===== src/rtl/dmem_bus_arbiter.sv =====
// Round-robin arbiter for the shared data-memory / I/O bus.
// Grants one single-word transfer at a time; the CPU wins the first tie.
module dmem_bus_arbiter #(
  parameter int unsigned WAIT_CYCLES = 0,
  parameter int unsigned CNT_W       = 4
) (
  input  logic        clock,
  input  logic        clrn,
  input  logic        cpu_req,
  input  logic        cpu_we,
  input  logic [31:0] cpu_addr,
  input  logic [31:0] cpu_wdata,
  output logic        cpu_ack,
  output logic [31:0] cpu_rdata,
  input  logic        dma_req,
  input  logic        dma_we,
  input  logic [31:0] dma_addr,
  input  logic [31:0] dma_wdata,
  output logic        dma_ack,
  output logic [31:0] dma_rdata,
  output logic [31:0] bus_addr,
  output logic [31:0] bus_datain,
  output logic        bus_we,
  input  logic [31:0] bus_dataout,
  output logic        busy,
  output logic        owner
);

  typedef enum logic [1:0] {
    S_IDLE,
    S_ISSUE,
    S_WAIT,
    S_DONE
  } state_e;

  localparam logic [CNT_W-1:0] WAIT_LD = CNT_W'(WAIT_CYCLES);
  localparam logic [CNT_W-1:0] CNT_ONE = CNT_W'(1);
  localparam bit               NO_WAIT = (WAIT_CYCLES == 0);

  state_e           state_q;
  logic [CNT_W-1:0] cnt_q;
  logic             we_q;
  logic             last_q;
  logic             owner_q;
  logic             busy_q;
  logic             bus_we_q;
  logic             cpu_ack_q;
  logic             dma_ack_q;
  logic [31:0]      bus_addr_q;
  logic [31:0]      bus_data_q;
  logic [31:0]      cpu_rdata_q;
  logic [31:0]      dma_rdata_q;

  logic gnt_dma;
  logic enter_done;

  // last_q=1 means DMA was served last, so a tie goes to the CPU
  assign gnt_dma = dma_req & (~cpu_req | ~last_q);

  assign enter_done =
    (state_q == S_ISSUE && NO_WAIT) ||
    (state_q == S_WAIT && cnt_q == CNT_ONE);

  always_ff @(posedge clock or negedge clrn) begin
    if (!clrn) begin
      state_q     <= S_IDLE;
      cnt_q       <= '0;
      we_q        <= 1'b0;
      last_q      <= 1'b1;
      owner_q     <= 1'b0;
      busy_q      <= 1'b0;
      bus_we_q    <= 1'b0;
      cpu_ack_q   <= 1'b0;
      dma_ack_q   <= 1'b0;
      bus_addr_q  <= '0;
      bus_data_q  <= '0;
      cpu_rdata_q <= '0;
      dma_rdata_q <= '0;
    end else begin
      bus_we_q  <= 1'b0;
      cpu_ack_q <= 1'b0;
      dma_ack_q <= 1'b0;
      unique case (state_q)
        S_IDLE: begin
          if (cpu_req | dma_req) begin
            owner_q    <= gnt_dma;
            we_q       <= gnt_dma ? dma_we : cpu_we;
            bus_we_q   <= gnt_dma ? dma_we : cpu_we;
            bus_addr_q <= gnt_dma ? dma_addr : cpu_addr;
            bus_data_q <= gnt_dma ? dma_wdata : cpu_wdata;
            busy_q     <= 1'b1;
            state_q    <= S_ISSUE;
          end
        end
        S_ISSUE: begin
          if (NO_WAIT) begin
            state_q <= S_DONE;
          end else begin
            cnt_q   <= WAIT_LD;
            state_q <= S_WAIT;
          end
        end
        S_WAIT: begin
          if (cnt_q == CNT_ONE) begin
            state_q <= S_DONE;
          end else begin
            cnt_q <= cnt_q - CNT_ONE;
          end
        end
        S_DONE: begin
          last_q  <= owner_q;
          busy_q  <= 1'b0;
          state_q <= S_IDLE;
        end
      endcase
      // read data lands with the ack so the winner can use it in DONE
      if (enter_done) begin
        if (owner_q) dma_ack_q <= 1'b1;
        else         cpu_ack_q <= 1'b1;
        if (!we_q) begin
          if (owner_q) dma_rdata_q <= bus_dataout;
          else         cpu_rdata_q <= bus_dataout;
        end
      end
    end
  end

  assign cpu_ack    = cpu_ack_q;
  assign dma_ack    = dma_ack_q;
  assign cpu_rdata  = cpu_rdata_q;
  assign dma_rdata  = dma_rdata_q;
  assign bus_addr   = bus_addr_q;
  assign bus_datain = bus_data_q;
  assign bus_we     = bus_we_q;
  assign busy       = busy_q;
  assign owner      = owner_q;

endmodule


===== config.mk =====
export PLATFORM = sky130hd
export DESIGN_NAME = dmem_bus_arbiter
export DESIGN_NICKNAME = d
export VERILOG_FILES = /design/src/rtl/dmem_bus_arbiter.sv
export SDC_FILE = /design/constraint.sdc
export NUM_CORES = 1
export LEC_CHECK = 0
export CAP_MARGIN = 20
export CORE_MARGIN = 1.5
export CORE_UTILIZATION = 44
export DETAILED_ROUTE_END_ITERATION = 10
export PLACE_DENSITY = 0.86
export SLEW_MARGIN = 20
export SYNTH_ARGS = -nofsm -noshare
export SYNTH_HDL_FRONTEND = slang
export SYNTH_SLANG_ARGS = --single-unit

===== constraint.sdc =====
create_clock -name clock -period 5.1 [get_ports clock]
set_input_delay 1.275 -clock clock [delete_from_list [all_inputs] [get_ports clock]]
set_output_delay 1.275 -clock clock [all_outputs]
set_load 0.1 [all_outputs]

-- Word level (Yosys, flattened, before mapping)
Index checks and enable logic that the tools add are counted.
W data, S select, Z words.
- output and inout port bits: 133
- register bits after elaboration: 141
- add/subtract/negate cells: 1
- equality and inequality tests: 6
- reductions and logical operators: 10
- bitwise gates (word level): 8
- multiplexer cells: 14
- operators with widths (operator ; number):
    $mux W32 ; 2
    $mux W1 ; 8
    $pmux W2 S4 ; 1
    $reduce_and A2 Y1 ; 4
    $reduce_and A3 Y1 ; 2
    $not A1 Y1 ; 5
    $eq A2 B2 Y1 const B ; 2
    $eq A4 B1 Y1 const B ; 1
    $mux W2 ; 2
    $sub A4 B1 Y4 const B ; 1
    $eq A2 B1 Y1 const B ; 1
    $logic_not A2 Y1 ; 1
    $ne A2 B1 Y1 const B ; 1
    $ne A2 B2 Y1 const B ; 1
    $or A1 B1 Y1 ; 2
    $pmux W1 S2 ; 1
    $reduce_bool A2 Y1 ; 1
    $and A1 B1 Y1 ; 1
    $logic_and A1 B1 Y1 ; 1
    $logic_or A1 B1 Y1 ; 1

-- Longest topological paths before layout
Gate-level depths: netlist (run 1).
- depth in word-level cells: 6
- gate-level depth with buffers: 7
- depth with buffers taken out: 5

-- Least setup slack after synthesis (run 1)
No wires, ideal clock.
- path type: reg2out
- start: reg owner_q, in the netlist owner
- end: out owner
- stages on the path, launching flop included: 1
- slack: 2.869 ns
- required time: 3.825 ns
- arrival time: 0.956 ns
- cell sequence: dfrtp_1
- RTL lines (what ; line ; RTL):
    from (decl) ; 44 ; logic owner_q;
    from (signal assigned) ; 86 ; owner_q <= gnt_dma;
    to (decl) ; 26 ; output logic owner
No word-level cell between the ends.

-- Worst setup path after layout (run 1)
- start: reg owner_q, in the netlist owner
- end: out owner
No word-level cell between the ends.

==> results.toml, run 1 <==
[run_status]
outcome = "finished, final reports clean"

[setup_path]
required_ns = 3.83
rr_startpoint = "state_q[0]"
path_class = "reg -> out"
worst_path_largest_cell_delay_ns = 1.19
cp_max_fo = 7
reg2reg_slack_ns = 2.91
critPathArrivalTime_ns = 2.05
reg2reg_to = "dma_rdata[0]"
rr_worst_depth = 6
cp_top_family = "buffers and inverters"
end_kind = "primary output"
crit_chain = "clkdlybuf4s50_1"
cp_slowest_cell = "clkdlybuf4s50_1"
setup.worst_path.end = "owner"
path_depth = 1
crit_buf_inv = 1
startpoint = "owner"
cp-start-kind = "flip-flop"

[detailed_routing]
dr_total_vias = 4778
viasPerCell = 4.982
routedWlPerCell_um = 18.74
drtAntennaViolNets = 0
firstDrtPassIters = 4
initialDrtViolationCount = 150
post-route-drc-count = 0
wl_um = 17970

[synth]
ys_types = 29
syn_inst = 471
synth-seq-cells = 141
syn_nets = 644
yosysWarnings = 0
ys_seq_area_frac = 0.5651
mappedNetlistArea_um2 = 6246
synth_area_per_cell_um2 = 13.26

[floorplan]
fp-row-count = 43
core_area_um2 = 13880
io_pins = 299
die_w_um = 122.1
start_util = 0.4500
die_area_um2 = 14920
die_h_um = 122.1

[timing]
tightest_slew_ns = 1.063
finalSetupTns_ns = 0
rsz0062_at_grt = "false"
period_share = 0.6511
fin_crit_ns = 3.320
relSlewSlack = 0.2891
fin_ws_ns = 1.780
setup_violations = 0
max_freq_mhz = 301.2
drv_slew = 0
hold_violations = 0
finClkSkew_ns = 0.009702

[cts]
hold_buffers = 0
cts_tree = "yes"
cts_resized = 0
clk_latency_ns = 0.42
clk_pin_slew_ns = 0.06
clockBufferDepth = 2
clock-root-buffer = "clkbuf_16"
post_cts.repair.setup_buffers = 0
cts_sinks = 141
numCtsBuffers = 17
cts-htree-levels = 4

[placed_design]
gp_congestion = 0.7811
dpl.hpwl_um = 12800
dp_slack_ns = 1.905
portBuffers = 298

[flow_run]
drv_cap = 0

[global_routing]
antenna_found_initial = 0
grt_usage = 0.2419
grt_pass1_wl_um = 27190
grt_start_max_net_pins = 108
first_global_vias = 5024
grt_overflow_total = 0

[final_layout]
nNetsFinal = 939
num_antenna_cells = 0
drive_gt1_frac = 0.1348
areaGrowthSynthToFinish_pct = 59.23

[worst_hold_path]
hold_path.class = "reg -> reg"
hold_depth = 2
tightest hold or removal path, cell delays in order, from the launching register on:
cell and delay (ns):
dfrtp_1 0.34, nand2_1 0.05, o21ai_1 0.06
sequential cells by signal, summed over array words and instances, names as in the netlist:
register    count
last_q          1
dma_ack         1
cpu_ack         1
bus_we          1
owner           1
busy            1
bus_addr       32
we_q            1
dma_rdata      32
cnt_q           4
bus_datain     32
state_q         2
cpu_rdata      32
cells in the mapped netlist:
master | instances | area share
dfrtp_1 | 140 | 0.56
mux2i_1 | 67 | 0.11
nand2_1 | 67 | 0.040
mux2_4 | 60 | 0.14
o21ai_1 | 54 | 0.043
o21ai_0 | 14 | 0.011
buf_6 | 11 | 0.020
clkbuf_1 | 9 | 0.0054
ha_1 | 7 | 0.014
buf_2 | 6 | 0.0048
inv_1 | 6 | 0.0036
mux2_1 | 5 | 0.0090
nor2_1 | 5 | 0.0030
a31oi_1 | 2 | 0.0020
buf_4 | 2 | 0.0024
nor2b_1 | 2 | 0.0020
o21ai_4 | 2 | 0.0052
a21bo_1 | 1 | 0.0016
a21o_1 | 1 | 0.0012
a22oi_2 | 1 | 0.0020
and4bb_4 | 1 | 0.0026
dfstp_2 | 1 | 0.0042
mux2_2 | 1 | 0.0018
nor3_1 | 1 | 0.00080
o21ai_2 | 1 | 0.0014
o311ai_0 | 1 | 0.0014
or3b_1 | 1 | 0.0014
or4b_1 | 1 | 0.0016
xnor2_1 | 1 | 0.0014
how the worst min path moves through the flow:
stage,start,end
global route,cpu_rdata[31],cpu_rdata[31]
floorplan,we_q,we_q
detailed placement,bus_datain[28],bus_datain[28]
finish,bus_addr[10],bus_addr[10]
CTS,bus_addr[6],bus_addr[6]
global placement,bus_addr[4],bus_addr[4]
per-layer routing:
metal,share of wire,GRT usage,vias up
li1,-,-,2228
met1,0.38,0.2702,2293
met2,0.50,0.4196,225
met3,0.094,0.08521,32
met4,0.028,0.1003,0
met5,0,0,-
logic make-up after synthesis:
| group | after synthesis | synth area share |
|---|---|---|
| flops | 141 | 0.5651 |
| mux | 133 | 0.2624 |
| simple gates | 78 | 0.05168 |
| compound gates | 77 | 0.06931 |
| buf+inv | 34 | 0.03606 |
| fa+ha+maj | 7 | 0.01402 |
| xor+xnor | 1 | 0.001402 |
cells in the final DEF (no fill, tap or decap):
master,synthesis,final
mux2_2,1,1
clkdlybuf4s50_1,0,297
or3b_1,1,1
clkinvlp_4,0,2
o21ai_4,2,3
a22oi_2,1,1
o311ai_0,1,1
mux2_4,60,60
mux2_1,5,5
nor2_1,5,5
dfstp_2,1,1
clkbuf_1,9,2
and4bb_4,1,1
inv_6,0,2
clkinv_4,0,3
a21o_1,1,1
buf_6,11,1
clkbuf_16,0,17
xnor2_1,1,1
buf_12,0,1
nor2b_1,2,2
o21ai_0,14,14
or4b_1,1,1
a31oi_1,2,2
dfrtp_1,140,140
clkinv_2,0,2
o21ai_1,54,54
inv_1,6,6
bufinv_16,0,4
ha_1,7,7
mux2i_1,67,67
nor3_1,1,1
buf_4,2,5
nand2_1,67,67
a21bo_4,0,1
cell type report:
cell class / count / area, um^2
clock buffers: 19 / 432.9
inverters: 6 / 22.52
clock inverters: 13 / 188.9
repair buffers: 304 / 3042
multi-input cells: 296 / 2505
fillers: 927 / 3935
well taps: 180 / 225.2
flip-flops and latches: 141 / 3530
per-stage QoR:
| stage | instances | hold WS [ns] | cell area (um^2) | util |
|---|---|---|---|---|
| final | 959 | 0.4842 | 9946 | 0.7165 |
| after global routing | 959 | 0.4982 | 9946 | 0.7165 |
| after CTS | 959 | 0.4868 | 9946 | 0.7165 |
| after detailed placement | 927 | 0.4734 | 9324 | 0.6717 |
| after global placement | 927 | 0.4639 | 9324 | 0.6717 |
| after floorplan | 471 | 0.4787 | 6246 | - |
Power of run 1 is left out: the tool's default activity adds up to more than one toggle a clock period on the data nets, which glitch-free logic cannot reach.
==> inputs of run 2 (changes only) <==
--- a/config.mk
+++ b/config.mk
@@ -7,9 +7,9 @@
 export LEC_CHECK = 0
 export CAP_MARGIN = 20
 export CORE_MARGIN = 1.5
-export CORE_UTILIZATION = 44
+export CORE_UTILIZATION = 37
 export DETAILED_ROUTE_END_ITERATION = 10
-export PLACE_DENSITY = 0.86
+export PLACE_DENSITY = 0.77
 export SLEW_MARGIN = 20
 export SYNTH_ARGS = -nofsm -noshare
 export SYNTH_HDL_FRONTEND = slang
==> constraint.sdc (replaced) <==
create_clock -name clock -period 3.04 [get_ports clock]
set_input_delay 0.76 -clock clock [delete_from_list [all_inputs] [get_ports clock]]
set_output_delay 0.76 -clock clock [all_outputs]
set_load 0.1 [all_outputs]
==> results.toml, run 2 (same netlist as run 1, synthesis figures left out) <==
[run_status]
outcome = "finished, final reports clean"

[final_layout]
num-fill-cells = 1306
areaGrowthSynthToFinish_pct = 55.57
num_antenna_cells = 0
final_cell_mix = "clkdlybuf4s50_1 (164), dfrtp_1 (140), buf_4 (138)"
nNetsFinal = 942
final_common_cell = "clkdlybuf4s50_1"
multi_input_area_um2 = 2505
final_cells = 1002
layout.area.seq_um2 = 3530
drive_gt1_frac = 0.3095

[floorplan]
die_h_um = 132.9
die_area_um2 = 17670
fp-row-count = 47
io_pins = 299
die_w_um = 132.9
core_area_um2 = 16520
start_util = 0.3780

[placed_design]
place_inst = 970
dpl.hpwl_um = 12630
gp_congestion = 0.7998
portBuffers = 298

[timing]
finalSetupTns_ns = 0
tightest_slew_ns = 0.6222
hold_violations = 0
setup_violations = 0
drv_slew = 0
rsz0062_at_grt = "false"
finClkSkew_ns = 0.007939
hold-worst-slack_ns = 0.2850
period_share = 0.7199
relSlewSlack = 0.5852
fin_crit_ns = 2.188
max_freq_mhz = 456.9

[setup_path]
startpoint = "state_q[0]"
cp_max_fo = 32
required_ns = 3.33
rr_startpoint = "state_q[0]"
end_kind = "flip-flop"
critPathArrivalTime_ns = 2.48
cp-start-kind = "flip-flop"
path_class = "reg -> reg"

[cts]
numCtsBuffers = 17
cts-htree-levels = 4
cts_sinks = 141
post_cts.repair.setup_buffers = 0
hold_buffers = 0
clk_pin_slew_ns = 0.06
cts_resized = 0
clock-root-buffer = "clkbuf_16"
clockBufferDepth = 2
cts_tree = "yes"
clk_latency_ns = 0.41

[global_routing]
grt_overflow_total = 0
grt_start_max_net_pins = 82
antenna_found_initial = 0
grt_usage = 0.1909
first_global_vias = 5150
grt_pass1_wl_um = 26500

[detailed_routing]
dr_wl_met2_um = 8266
drtAntennaViolNets = 0
highest_layer = "met4"
post-route-drc-count = 0
met3_wirelength_um = 1430
initialDrtViolationCount = 119
wl_met1_um = 6554
viasPerCell = 4.698
firstDrtPassIters = 7
routedWlPerCell_um = 16.45
dr_total_vias = 4707
wl_um = 16480

[worst_hold_path]
hold_path.class = "in -> async"

[flow_run]
drv_cap = 0
[run 2: changes by cell type in the layout (fill, tap and decap cells not counted), sizes merged]
cell / change
buf: +136
bufinv: -1
clkbuf: +1
clkdlybuf4s50: -133
clkinv: -3
clkinvlp: +3
[run 2: critical path: stages, from the launching register on]
cell and delay, ns:
dfrtp_1 0.41, inv_1 0.10, ha_1 0.28, and4bb_4 0.26, o21ai_4 0.11, buf_4 0.51
mux2_1 0.38
[run 2: cell type report]
| type | instances | share of cell area |
|---|---|---|
| multi-input cells | 296 | 0.2578 |
| clock inverters | 12 | 0.01635 |
| clock buffers | 20 | 0.04700 |
| inverters | 6 | 0.002318 |
| repair buffers | 307 | 0.2850 |
| well taps | 220 | 0.02833 |
| flip-flops and latches | 141 | 0.3633 |
[run 2: layer usage]
layer,vias up,track usage
li1,2238,-
met1,2239,0.2216
met2,215,0.3380
met3,15,0.05670
met4,0,0.06044
met5,-,0
[run 2: final timing paths]
path,cells after the start,slack [ns],end
worst max-delay path,6,0.85,cpu_rdata[0]
max in group asynchronous,2,2.03,last_q
worst min register to register,2,0.48,bus_addr[7]
min in group clock,2,0.48,bus_addr[7]
worst max register to register,6,0.85,cpu_rdata[0]
worst min-delay path,1,0.29,cpu_rdata[24]
[run 2: through the flow]
stage          setup WS (ns)    util  instance area (um^2)
3_5_place_dp          0.5440  0.5508                  9101
6_report              0.8515  0.5880                  9717
3_3_place_gp          0.6060  0.5508                  9101
4_1_cts               0.8442  0.5880                  9717
5_1_grt               0.7253  0.5880                  9717
2_1_floorplan          1.096       -                  6246
Power of run 2 is left out for the same reason.
==> inputs of run 3 (changes only) <==
==> constraint.sdc (replaced) <==
create_clock -name clock -period 1.8 [get_ports clock]
set_input_delay 0.45 -clock clock [delete_from_list [all_inputs] [get_ports clock]]
set_output_delay 0.45 -clock clock [all_outputs]
set_load 0.1 [all_outputs]
==> results.toml, run 3 (same netlist as run 1, synthesis figures left out) <==
[cts]
cts_sinks = 141
clk_latency_ns = 0.42
clockBufferDepth = 2
cts_tree = "yes"
numCtsBuffers = 17
cts-htree-levels = 4
clk_pin_slew_ns = 0.07
clock-root-buffer = "clkbuf_16"

[global_routing]
first_global_vias = 5269
grt_usage = 0.2156
antenna_found_initial = 0
grt_pass1_wl_um = 29090
grt_start_max_net_pins = 83
grt_overflow_total = 0

[placed_design]
place_inst = 989
dpl.hpwl_um = 14490
portBuffers = 298
gp_congestion = 0.7913
postPlaceCellArea_um2 = 10930

[setup_path]
cp_max_fo = 8
rr_worst_depth = 7
setup.worst_path.end = "cpu_rdata[13]"
cp-start-kind = "flip-flop"
path_class = "reg -> reg"
crit_chain = "inv_2 -> ha_2 -> and4bb_4 -> o21ai_4 -> buf_12 -> clkbuf_16 -> mux2_4"
reg2reg_to = "cpu_rdata[13]"
critPathArrivalTime_ns = 2.04
startpoint = "state_q[0]"
end_kind = "flip-flop"
worst_path_largest_cell_delay_ns = 0.38
required_ns = 2.10
reg2reg_slack_ns = 0.06
cp_slowest_cell = "dfrtp_1"
rr_startpoint = "state_q[0]"

[timing]
drv_slew = 0
rsz0062_at_grt = "false"
setup_violations = 0
fin_crit_ns = 1.738
tightest_slew_ns = 0.4505
hold_violations = 0
relSlewSlack = 0.6997
finClkSkew_ns = 0.008666
hold-worst-slack_ns = 0.5448
max_freq_mhz = 575.5
period_share = 0.9654

[floorplan]
io_pins = 299
fp-row-count = 47
start_util = 0.3780
die_area_um2 = 17670
die_h_um = 132.9
die_w_um = 132.9
core_area_um2 = 16520

[final_layout]
final_common_cell = "clkdlybuf4s50_1"
fin_util = 0.7100
areaGrowthSynthToFinish_pct = 87.84
drive_gt1_frac = 0.3408
final_cells = 1028
final_cell_mix = "clkdlybuf4s50_1 (164), buf_12 (140), dfrtp_1 (139)"
final_area_um2 = 11730
num-fill-cells = 1051
nNetsFinal = 967

[detailed_routing]
initialDrtViolationCount = 183
routedWlPerCell_um = 18.49
post-route-drc-count = 0
met3_wirelength_um = 1322
firstDrtPassIters = 6
wl_met1_um = 7216
dr_wl_met2_um = 10080
drtAntennaViolNets = 0
dr_total_vias = 4905
wl_um = 19010
highest_layer = "met4"
viasPerCell = 4.771

[run_status]
outcome = "finished, final reports clean"

[worst_hold_path]
hold_path.class = "reg -> reg"

[flow_run]
drv_cap = 0
==> run 3: cell count changes in the layout (fill, tap and decap cells not counted), sizes merged <==
cell	change
clkinv	+2
inv	+2
buf	+22
clkinvlp	-4
bufinv	+2
diode	+1
dlygate4sd3	+1
==> run 3: worst min path at each step <==
stage	cells past startpoint	startpoint	endpoint	slack, ns
floorplan	0	clrn	bus_addr[0]	0.15
global placement	1	clrn	cpu_rdata[7]	0.40
detailed placement	1	clrn	cpu_rdata[10]	0.41
CTS	1	cnt_q[2]	cnt_q[2]	0.53
global route	1	cnt_q[2]	cnt_q[2]	0.55
finish	1	cnt_q[2]	cnt_q[2]	0.54
==> run 3: worst max-delay path: cells and delay by family, from the launching register on <==
family	cells	cell delay (ns)
flops	1	0.38
mux	1	0.30
buf+inv	3	0.39
fa+ha+maj	1	0.18
compound gates	1	0.08
simple gates	1	0.29
==> run 3: timing repair <==
action	4_1_cts	5_1_grt
endpoints found under the hold margin	35	0
resized for setup	3	5
setup buffers	0	2
hold buffers	1	0
endpoints found under the setup margin	8	35
pin swaps	1	2
cloned	0	3
==> run 3: final cells by class <==
cell class / count / area [um^2] / share of cell area
inverter: 6 / 22.52 / 0.001920
clock buffer: 18 / 439.2 / 0.03743
antenna: 1 / 2.502 / 0.0002133
sequential: 141 / 3531 / 0.3009
multi-input combinational: 296 / 2530 / 0.2156
tap: 220 / 275.3 / 0.02346
timing repair buffer: 332 / 4700 / 0.4006
clock inverter: 14 / 232.7 / 0.01984
==> run 3: metrics by stage <==
stage          setup TNS, ns  setup WS (ns)
2_1_floorplan              0        0.04991
3_3_place_gp          -3.972        -0.1541
3_5_place_dp          -5.074        -0.1512
4_1_cts                    0       0.002394
5_1_grt                    0       0.007540
6_report                   0        0.06231
==> run 3: per-layer routing <==
| metal | vias up | track usage |
|---|---|---|
| met4 | 0 | 0.07570 |
| met2 | 230 | 0.3863 |
| met1 | 2364 | 0.2428 |
| met5 | - | 0 |
| li1 | 2285 | - |
| met3 | 26 | 0.06513 |
Power of run 3 is left out for the same reason.
